--- src/rtl/fetch_sequencer_pkg.sv ---
// Shared types and constants for the instruction fetch sequencer.
package fetch_sequencer_pkg;

  typedef enum logic [1:0] {
    IDLE,
    FETCH,
    VALID,
    FAULT
  } fetch_state_t;

  typedef enum logic [1:0] {
    PC_HOLD,
    PC_INC,
    PC_LOAD
  } pc_sel_t;

  localparam int unsigned PC_INCREMENT = 4;

  function automatic logic misaligned(input logic [1:0] low_bits);
    return low_bits != 2'b00;
  endfunction

endpackage

--- src/rtl/fetch_sequencer_if.sv ---
// Instruction-memory request/response bus between the fetch sequencer and memory.
interface fetch_sequencer_if #(
  parameter int unsigned DATA_WIDTH = 32
);
  logic                  imem_req;
  logic [DATA_WIDTH-1:0] imem_addr;
  logic                  imem_ready;
  logic [31:0]           imem_rdata;

  modport master (output imem_req, imem_addr, input imem_ready, imem_rdata);
  modport slave  (input imem_req, imem_addr, output imem_ready, imem_rdata);
endinterface

--- src/rtl/fetch_pc_unit.sv ---
// Architectural next-fetch PC register with hold / increment / load select.
module fetch_pc_unit
  import fetch_sequencer_pkg::*;
#(
  parameter int unsigned           DATA_WIDTH = 32,
  parameter logic [DATA_WIDTH-1:0] RESET_PC   = '0
) (
  input  logic                  clk,
  input  logic                  rst,
  input  pc_sel_t               sel,
  input  logic [DATA_WIDTH-1:0] target,
  output logic [DATA_WIDTH-1:0] pc
);

  localparam logic [DATA_WIDTH-1:0] INC = DATA_WIDTH'(PC_INCREMENT);

  // Increment wraps silently modulo 2^DATA_WIDTH.
  always_ff @(posedge clk or negedge rst) begin
    if (!rst) begin
      pc <= RESET_PC;
    end else begin
      case (sel)
        PC_INC:  pc <= pc + INC;
        PC_LOAD: pc <= target;
        default: pc <= pc;
      endcase
    end
  end

endmodule

--- src/rtl/fetch_sequencer.sv ---
// Single-outstanding instruction fetch FSM with branch redirect and misalignment fault.
module fetch_sequencer
  import fetch_sequencer_pkg::*;
#(
  parameter int unsigned           DATA_WIDTH = 32,
  parameter logic [DATA_WIDTH-1:0] RESET_PC   = '0
) (
  input  logic                  clk,
  input  logic                  rst,
  input  logic                  stall,
  input  logic                  branch_taken,
  input  logic [DATA_WIDTH-1:0] branch_target,
  fetch_sequencer_if.master     imem,
  output logic                  instr_valid,
  output logic [31:0]           instr,
  output logic [DATA_WIDTH-1:0] instr_pc,
  input  logic                  decode_ready,
  output logic [DATA_WIDTH-1:0] pc,
  output logic                  fault
);

  fetch_state_t          state, state_next;
  pc_sel_t               pc_sel;
  logic                  capture;
  logic                  redirect_pending;
  logic [DATA_WIDTH-1:0] redirect_target;
  logic [DATA_WIDTH-1:0] eff_target;
  logic                  eff_redirect;
  logic                  bad_target;

  // A same-cycle branch overrides any earlier latched target (last wins).
  assign eff_target   = branch_taken ? branch_target : redirect_target;
  assign eff_redirect = branch_taken | redirect_pending;
  assign bad_target   = misaligned(eff_target[1:0]);

  always_ff @(posedge clk or negedge rst) begin
    if (!rst) state <= IDLE;
    else      state <= state_next;
  end

  always_comb begin
    state_next = state;
    case (state)
      IDLE: begin
        if (branch_taken)  state_next = bad_target ? FAULT : IDLE;
        else if (!stall)   state_next = FETCH;
      end
      FETCH: begin
        if (imem.imem_ready) begin
          if (eff_redirect) state_next = bad_target ? FAULT : IDLE;
          else              state_next = VALID;
        end
      end
      VALID: begin
        if (branch_taken)      state_next = bad_target ? FAULT : IDLE;
        else if (decode_ready) state_next = stall ? IDLE : FETCH;
      end
      default: state_next = FAULT;
    endcase
  end

  always_comb begin
    imem.imem_req  = (state == FETCH);
    imem.imem_addr = pc;
    instr_valid    = (state == VALID);
    fault          = (state == FAULT);
    pc_sel         = PC_HOLD;
    capture        = 1'b0;
    case (state)
      IDLE, VALID: begin
        if (branch_taken && !bad_target) pc_sel = PC_LOAD;
      end
      FETCH: begin
        if (imem.imem_ready) begin
          if (!eff_redirect)    begin pc_sel = PC_INC; capture = 1'b1; end
          else if (!bad_target) pc_sel = PC_LOAD;
        end
      end
      default: pc_sel = PC_HOLD;
    endcase
  end

  always_ff @(posedge clk or negedge rst) begin
    if (!rst) begin
      instr            <= '0;
      instr_pc         <= '0;
      redirect_pending <= 1'b0;
      redirect_target  <= '0;
    end else begin
      if (capture) begin
        instr    <= imem.imem_rdata;
        instr_pc <= pc;
      end
      if (state == FETCH) begin
        if (branch_taken) redirect_target <= branch_target;
        if (imem.imem_ready)   redirect_pending <= 1'b0;
        else if (branch_taken) redirect_pending <= 1'b1;
      end
    end
  end

  fetch_pc_unit #(
    .DATA_WIDTH (DATA_WIDTH),
    .RESET_PC   (RESET_PC)
  ) u_pc (
    .clk    (clk),
    .rst    (rst),
    .sel    (pc_sel),
    .target (eff_target),
    .pc     (pc)
  );

endmodule

--- src/flat_wrapper.sv ---
// flat-port wrapper written by rule: the top's interface ports become plain ports
module fetch_sequencer_flat import fetch_sequencer_pkg::*;
#(
  parameter int unsigned           DATA_WIDTH = 32,
  parameter logic [DATA_WIDTH-1:0] RESET_PC   = '0
)
  (clk, rst, stall, branch_taken, branch_target, instr_valid, instr, instr_pc, decode_ready, pc, fault, imem_imem_req, imem_imem_addr, imem_imem_ready, imem_imem_rdata);
  fetch_sequencer_if #(.DATA_WIDTH(DATA_WIDTH)) imem_i ();
  input  logic clk;
  input  logic rst;
  input  logic stall;
  input  logic branch_taken;
  input  logic [DATA_WIDTH-1:0] branch_target;
  output logic instr_valid;
  output logic [31:0] instr;
  output logic [DATA_WIDTH-1:0] instr_pc;
  input  logic decode_ready;
  output logic [DATA_WIDTH-1:0] pc;
  output logic fault;
  output wire logic [$bits(imem_i.imem_req)-1:0] imem_imem_req;
  output wire logic [$bits(imem_i.imem_addr)-1:0] imem_imem_addr;
  input wire logic [$bits(imem_i.imem_ready)-1:0] imem_imem_ready;
  input wire logic [$bits(imem_i.imem_rdata)-1:0] imem_imem_rdata;
  assign imem_imem_req = imem_i.imem_req;
  assign imem_imem_addr = imem_i.imem_addr;
  assign imem_i.imem_ready = imem_imem_ready;
  assign imem_i.imem_rdata = imem_imem_rdata;
  fetch_sequencer #(.DATA_WIDTH(DATA_WIDTH), .RESET_PC(RESET_PC)) u_core (.clk(clk), .rst(rst), .stall(stall), .branch_taken(branch_taken), .branch_target(branch_target), .imem(imem_i), .instr_valid(instr_valid), .instr(instr), .instr_pc(instr_pc), .decode_ready(decode_ready), .pc(pc), .fault(fault));
endmodule
--- config.mk ---
export PLATFORM = sky130hd
export DESIGN_NAME = fetch_sequencer_flat
export DESIGN_NICKNAME = d
export VERILOG_FILES = /design/src/rtl/fetch_sequencer_pkg.sv /design/src/rtl/fetch_sequencer_if.sv /design/src/rtl/fetch_pc_unit.sv /design/src/rtl/fetch_sequencer.sv /design/src/flat_wrapper.sv
export SDC_FILE = /design/constraint.sdc
export NUM_CORES = 1
export LEC_CHECK = 0
export BUFFER_PORTS_ARGS = -buffer_cell sky130_fd_sc_hd__buf_2
export CAP_MARGIN = 5
export CORE_MARGIN = 4
export CORE_UTILIZATION = 45
export DETAILED_ROUTE_END_ITERATION = 12
export PLACE_DENSITY = 0.72
export REMOVE_ABC_BUFFERS = 1
export SYNTH_ARGS = -nofsm -noshare
export SYNTH_HDL_FRONTEND = slang
export SYNTH_SLANG_ARGS = --single-unit
--- constraint.sdc ---
create_clock -name clk -period 3.8 [get_ports clk]
set_input_delay 0.57 -clock clk [delete_from_list [all_inputs] [get_ports clk]]
set_output_delay 0.57 -clock clk [all_outputs]
set_load 0.05 [all_outputs]
* Yosys cells after proc, flatten, opt, wreduce, memory -nomap -nowiden *
Cells that the tools add are included.

word-level totals
  word-level logic and storage cells = 46
  register bits = 131
  latch bits = 0
  memory bits (writable) = 0
  memories kept = 0
  output and inout port bits = 131
  ROM bits = 0

cells by class
  multipliers = 0
  shift operators = 0
  order comparisons = 0
  div/mod/pow operators = 0
  equal/unequal tests = 8
  add/sub/neg operators = 1
  reduce and logical (&&, ||, !) cells = 9
  mux-type cells = 21
  bitwise logic cells = 1

operators by type and width
  operator                                                                  number
  32-bit case mux with 2 select lines                                       1
  32-bit by 3-bit adder with 32-bit output (second input constant)          1
  32-bit two-way mux                                                        1
  2-bit two-way mux                                                         11
  2-bit == test (second input constant)                                     3
  1-bit two-way mux                                                         6
  2-bit case mux with 3 select lines                                        1
  2-bit nonzero test                                                        3
  2-bit by 1-bit == test with 1-bit output (second input constant)          2
  2-bit case mux with 2 select lines                                        1
  3-bit by 2-bit inequality test with 1-bit output (second input constant)  1
  3-bit inequality test (second input constant)                             1
  3-bit AND reduction                                                       1
  2-bit logical NOT                                                         1
  2-bit by 1-bit inequality test with 1-bit output (second input constant)  1
  2-bit AND reduction                                                       1
  2-bit OR reduction                                                        1
  1-bit logical AND                                                         1
  1-bit logical NOT                                                         1
  1-bit OR                                                                  1

* Depth between registers and ports, before layout *
  word-level depth = 8
  mapped depth = 13

* Modules after synthesis *
Synthesis repeated with hierarchy kept, for this count alone.

second synthesis, totals
  cell total of the unflattened synthesis = 541
  area, all modules = 6498.7 sq um

modules (own cells, without submodules)
  module           times used  seq. area each (sq um)  cells each  area an instance (sq um)
  fetch_sequencer  1           2477.4                  297         4423.0
  fetch_pc_unit    1           800.8                   244         2075.7

* Least setup slack after synthesis *
No wires, ideal clock.

  path type = register -> register
  from = register u_core.state[0]
  to = register u_core.u_pc.pc[13]
  slack = 365 ps
  arrival = 3314 ps
  buffers on the path = 6
  cell stages (with the launch flop) = 13
  cell sequence = dfrtp_1 > buf_2 > inv_1 > nor2_1 > nand3_1 > buf_2 > buf_1 > ha_1 > clkbuf_1 > clkbuf_1 > clkbuf_1 > nor2_1 > o22a_1

between the ends
  elaborated cells on any way between the ends = 9
  those cells by class = 4 x eq/ne; 2 x mux; 3 x reduce/logical

RTL lines
  what                                                                       line                   source
  from (decl)                                                                fetch_sequencer.sv:22  fetch_state_t state, state_next;
  from (signal assigned)                                                     fetch_sequencer.sv:38  else state <= state_next;
  2-bit by 1-bit == test with 1-bit output (*)                               n/a
  via imem_imem_req                                                          flat_wrapper.sv:20     output wire logic [$bits(imem_i.imem_req)-1:0] imem_imem_req;
  2-bit case mux with 2 select lines (*)                                     fetch_sequencer.sv:69  case (state)
  2-bit == test or 2-bit by 1-bit == test with 1-bit output (tied branches)  fetch_pc_unit.sv:22    case (sel)
  32-bit case mux with 2 select lines or 2-bit nonzero test (tied branches)  n/a
  to (signal assigned)                                                       fetch_pc_unit.sv:23    PC_INC: pc <= pc + INC;
  to (signal assigned)                                                       fetch_pc_unit.sv:24    PC_LOAD: pc <= target;
  to (signal assigned)                                                       fetch_pc_unit.sv:25    default: pc <= pc;
  to (decl)                                                                  fetch_pc_unit.sv:12    output logic [DATA_WIDTH-1:0] pc

The timed path passes the listed nets; every way through them passes the cells marked *.
A chain may end at the register's enable or synchronous reset.

* Worst setup path in the final report *
  from = register u_core.state[0]
  to = register u_core.u_pc.pc[18]

between the ends
  word-level cells in the longest chain between the ends = 5
  elaborated cells on any way between the ends = 9
  those cells by class = 4 x eq/ne; 2 x mux; 3 x reduce/logical

ends and longest elaborated chain
  what                                                                       line
  2-bit == test or 2-bit logical NOT (tied branches)                         fetch_sequencer.sv:69
  2-bit OR reduction                                                         fetch_sequencer.sv:69
  2-bit case mux with 2 select lines (*)                                     fetch_sequencer.sv:69
  2-bit == test or 2-bit by 1-bit == test with 1-bit output (tied branches)  fetch_pc_unit.sv:22
  32-bit case mux with 2 select lines or 2-bit nonzero test (tied branches)  n/a

Every way passes the cells marked *; elsewhere a longest branch is shown, timed or not.

==> metrics.cfg <==
[run_status]
outcome = finished clean

[critical_path]
worst_setup_path_end_kind = flip-flop
path_common_cell = nor2_1
crit_arrival_ns = 3.64
worstPathRequired_ns = 4.09
timing.rr.end = u_core.u_pc.pc[18]
cp-start-kind = flip-flop
reg2regPathDepth = 8
critical_path_class = flip-flop to flip-flop
slowest_stage = ha_2
rrSetupSlack_ns = 0.45
r2r-start = u_core.state[0]
path_cells = inv_1 > nor2_1 > nand3_4 > ha_2 > nand2b_1 > nor2_1 > a311oi_1 > a21oi_1
slowest_delay_ns = 0.96
path_max_fanout = 56

[power]
p_leak_nw = 3.90
power_density_mw_per_mm2 = 817
p_clk_share_pct = 24.2
p_int_mw = 3.68
ir_drop_mv = 0.401
comb_power_share_pct = 41.7
seq_power_share_pct = 34.1
p_sw_mw = 2.85
p_total_mw = 6.53
p_sw_share_pct = 43.7

[sta]
timing.setup.tns_ns = 0
fin_skew_ns = 0.0115
worst_pin_slew_ns = 1.05
finalSetupViolCount = 0
hold_viol = 0
slew_headroom_pct = 29.5
period_share_pct = 88.2
period_needed_ns = 3.35
whs_ns = 0.102
timing.fmax_mhz = 298
slew_violations = 0
rsz0062_at_grt = no

[clock_network]
cts_setup_buffers = 0
worstSkewPairLatency_ns = 0.42
cts-root-buf = clkbuf_16
clockBufferDepth = 2
clkTransAtPathRegs_ns = 0.06
cts_buffers = 17
postCtsResizedCells = 0
cts_tree = done
cts_sinks = 131
htreeDepth = 4
holdBufCountCts = 0

[layout]
nets = 795
final_core_util_pct = 56.9
area_growth_pct = 22.9
fin_area_mm2 = 0.00799
antenna_cells = 0
drive_gt1_share_pct = 47.9

[placement]
port-buffer-count = 200
hpwl_mm = 11.5
gp_congestion = 0.851
dpl_cell_area_mm2 = 0.00742

[floorplanning]
core_area_mm2 = 0.0140
die_w_um = 128
pin_count = 201
die_area_mm2 = 0.0164
die_y_um = 128
start_util_pct = 46.3
rows = 43

[drt]
drt_pre_antenna_iters = 6
wire_per_inst_um = 18.1
post-route-drc-count = 0
dr_total_vias = 5224
wl_mm = 16.6
drtIter0Drc = 310
routed_via_density = 5.71
ant_nets = 0

[synthesis]
netlist_instances = 566
ys_ff_latch = 131
netlist_top_cells_count = dfrtp_1 (131), mux2_2 (106), buf_4 (32), nor2_1 (30), a21oi_1 (25)
synth_edf_count = 0
yosysMostFrequentCell = dfrtp_1
synth.largest_area_cell = dfrtp_1
synth.distinct_cells = 56
ys_seq_area_share_pct = 50.4
syn-mean-instance-area_um2 = 11.5
async_flop_share_pct = 100
synthDominantCellAreaShare_pct = 50.4
synthTopCellsByArea = dfrtp_1 (50%), mux2_2 (18%), buf_4 (3.7%)
netlist_area_mm2 = 0.00651
yosysWarnings = 0
ys.flop_type = dfrtp_1

[grt]
grt-ovfl-total = 0
grt_max_degree = 78
grt_pass1_wl_mm = 26.5
grt_pass1_vias = 5165
antenna_found_initial = 3
grt_use_total_pct = 20.3

[hold_path]
hold_class = input port to asynchronous set/reset pin

[job]
cap_violations = 0

critical path: cells and delay by family, from the launching register on:
kind | cells | cell delay [ns]
AOI/OAI and AO/OA | 2 | 0.37
adders and majority gates | 1 | 0.96
buffers and inverters | 1 | 0.13
DFF | 1 | 0.48
and+or+nand+nor | 4 | 1.27
cells in the final DEF, fill, tap and decap left out, types with 4 or more instances in the layout:
| master | Yosys | routed |
|---|---|---|
| buf_4 | 32 | 6 |
| inv_1 | 8 | 8 |
| clkbuf_16 | 0 | 17 |
| mux2_2 | 106 | 106 |
| and3_1 | 7 | 7 |
| dfrtp_1 | 131 | 131 |
| buf_2 | 6 | 199 |
| nor4_1 | 9 | 9 |
| nor2_1 | 30 | 30 |
| nand4_1 | 5 | 5 |
| or3_1 | 6 | 6 |
| nand3_1 | 17 | 16 |
| o31ai_1 | 4 | 4 |
| nor2b_1 | 5 | 5 |
| o311ai_0 | 4 | 4 |
| nor3_1 | 11 | 11 |
| a21oi_1 | 25 | 25 |
| nand2_1 | 23 | 23 |
| clkinv_2 | 0 | 5 |
| o21ai_0 | 20 | 20 |
| mux2i_1 | 22 | 22 |
| nor3b_1 | 4 | 4 |
| o22a_1 | 6 | 6 |
kinds of logic after synthesis:
logic type      Yosys count  synth area share (%)
compound gates           93                  9.73
fa+ha+maj                 2                 0.385
buf+inv                  77                  6.52
flops                   131                  50.4
mux                     128                  21.7
simple gates            135                  11.2
flip-flops by register name, indices dropped and copies added, names as in the netlist:
| register | cells |
|---|---|
| u_core.redirect_target | 32 |
| u_core.u_pc.pc | 32 |
| u_core.instr_pc | 32 |
| u_core.redirect_pending | 1 |
| u_core.instr | 32 |
| u_core.state | 2 |
worst max path at each step:
stage / startpoint / depth (start not counted) / to / slack, ns
3_5_place_dp: branch_taken / 10 / u_core.u_pc.pc[18] / 0.28
3_3_place_gp: branch_taken / 10 / u_core.u_pc.pc[18] / 0.41
6_report: u_core.state[0] / 8 / u_core.u_pc.pc[18] / 0.45
5_1_grt: u_core.state[0] / 8 / u_core.u_pc.pc[18] / 0.28
2_1_floorplan: u_core.state[0] / 8 / u_core.u_pc.pc[18] / -1.87
4_1_cts: u_core.state[0] / 8 / u_core.u_pc.pc[18] / 0.52
metal layers:
metal	part of all wire, %	vias to the layer above	global-route usage, %
li1	-	2371	-
met1	43	2590	26.5
met2	47	226	32.6
met3	7.9	31	5.29
met4	1.7	6	7.43
met5	0.20	-	0
per-stage QoR:
stage	setup WS, ns	std cells
after global placement	0.410	884
after floorplan	-1.87	497
final	0.449	915
after detailed placement	0.284	884
after CTS	0.521	915
after global routing	0.276	915
cell type report:
cell class	count	area [µm²]
tap	180	225
clock inverter	10	109
timing repair buffer	207	1070
fill	1194	6050
sequential	131	3280
multi-input combinational	358	2820
clock buffer	21	460
inverter	8	30.0
power by group through the flow:
stage               logic, mW  clock network [mW]  registers (mW)
floorplan               0.757                   0            3.52
global route             2.87                1.68            2.30
finish                   2.72                1.58            2.23
global placement         2.70                   0            2.21
detailed placement       2.74                   0            2.25
CTS                      2.75                1.61            2.23
Power figures use the tool's default switching activity.
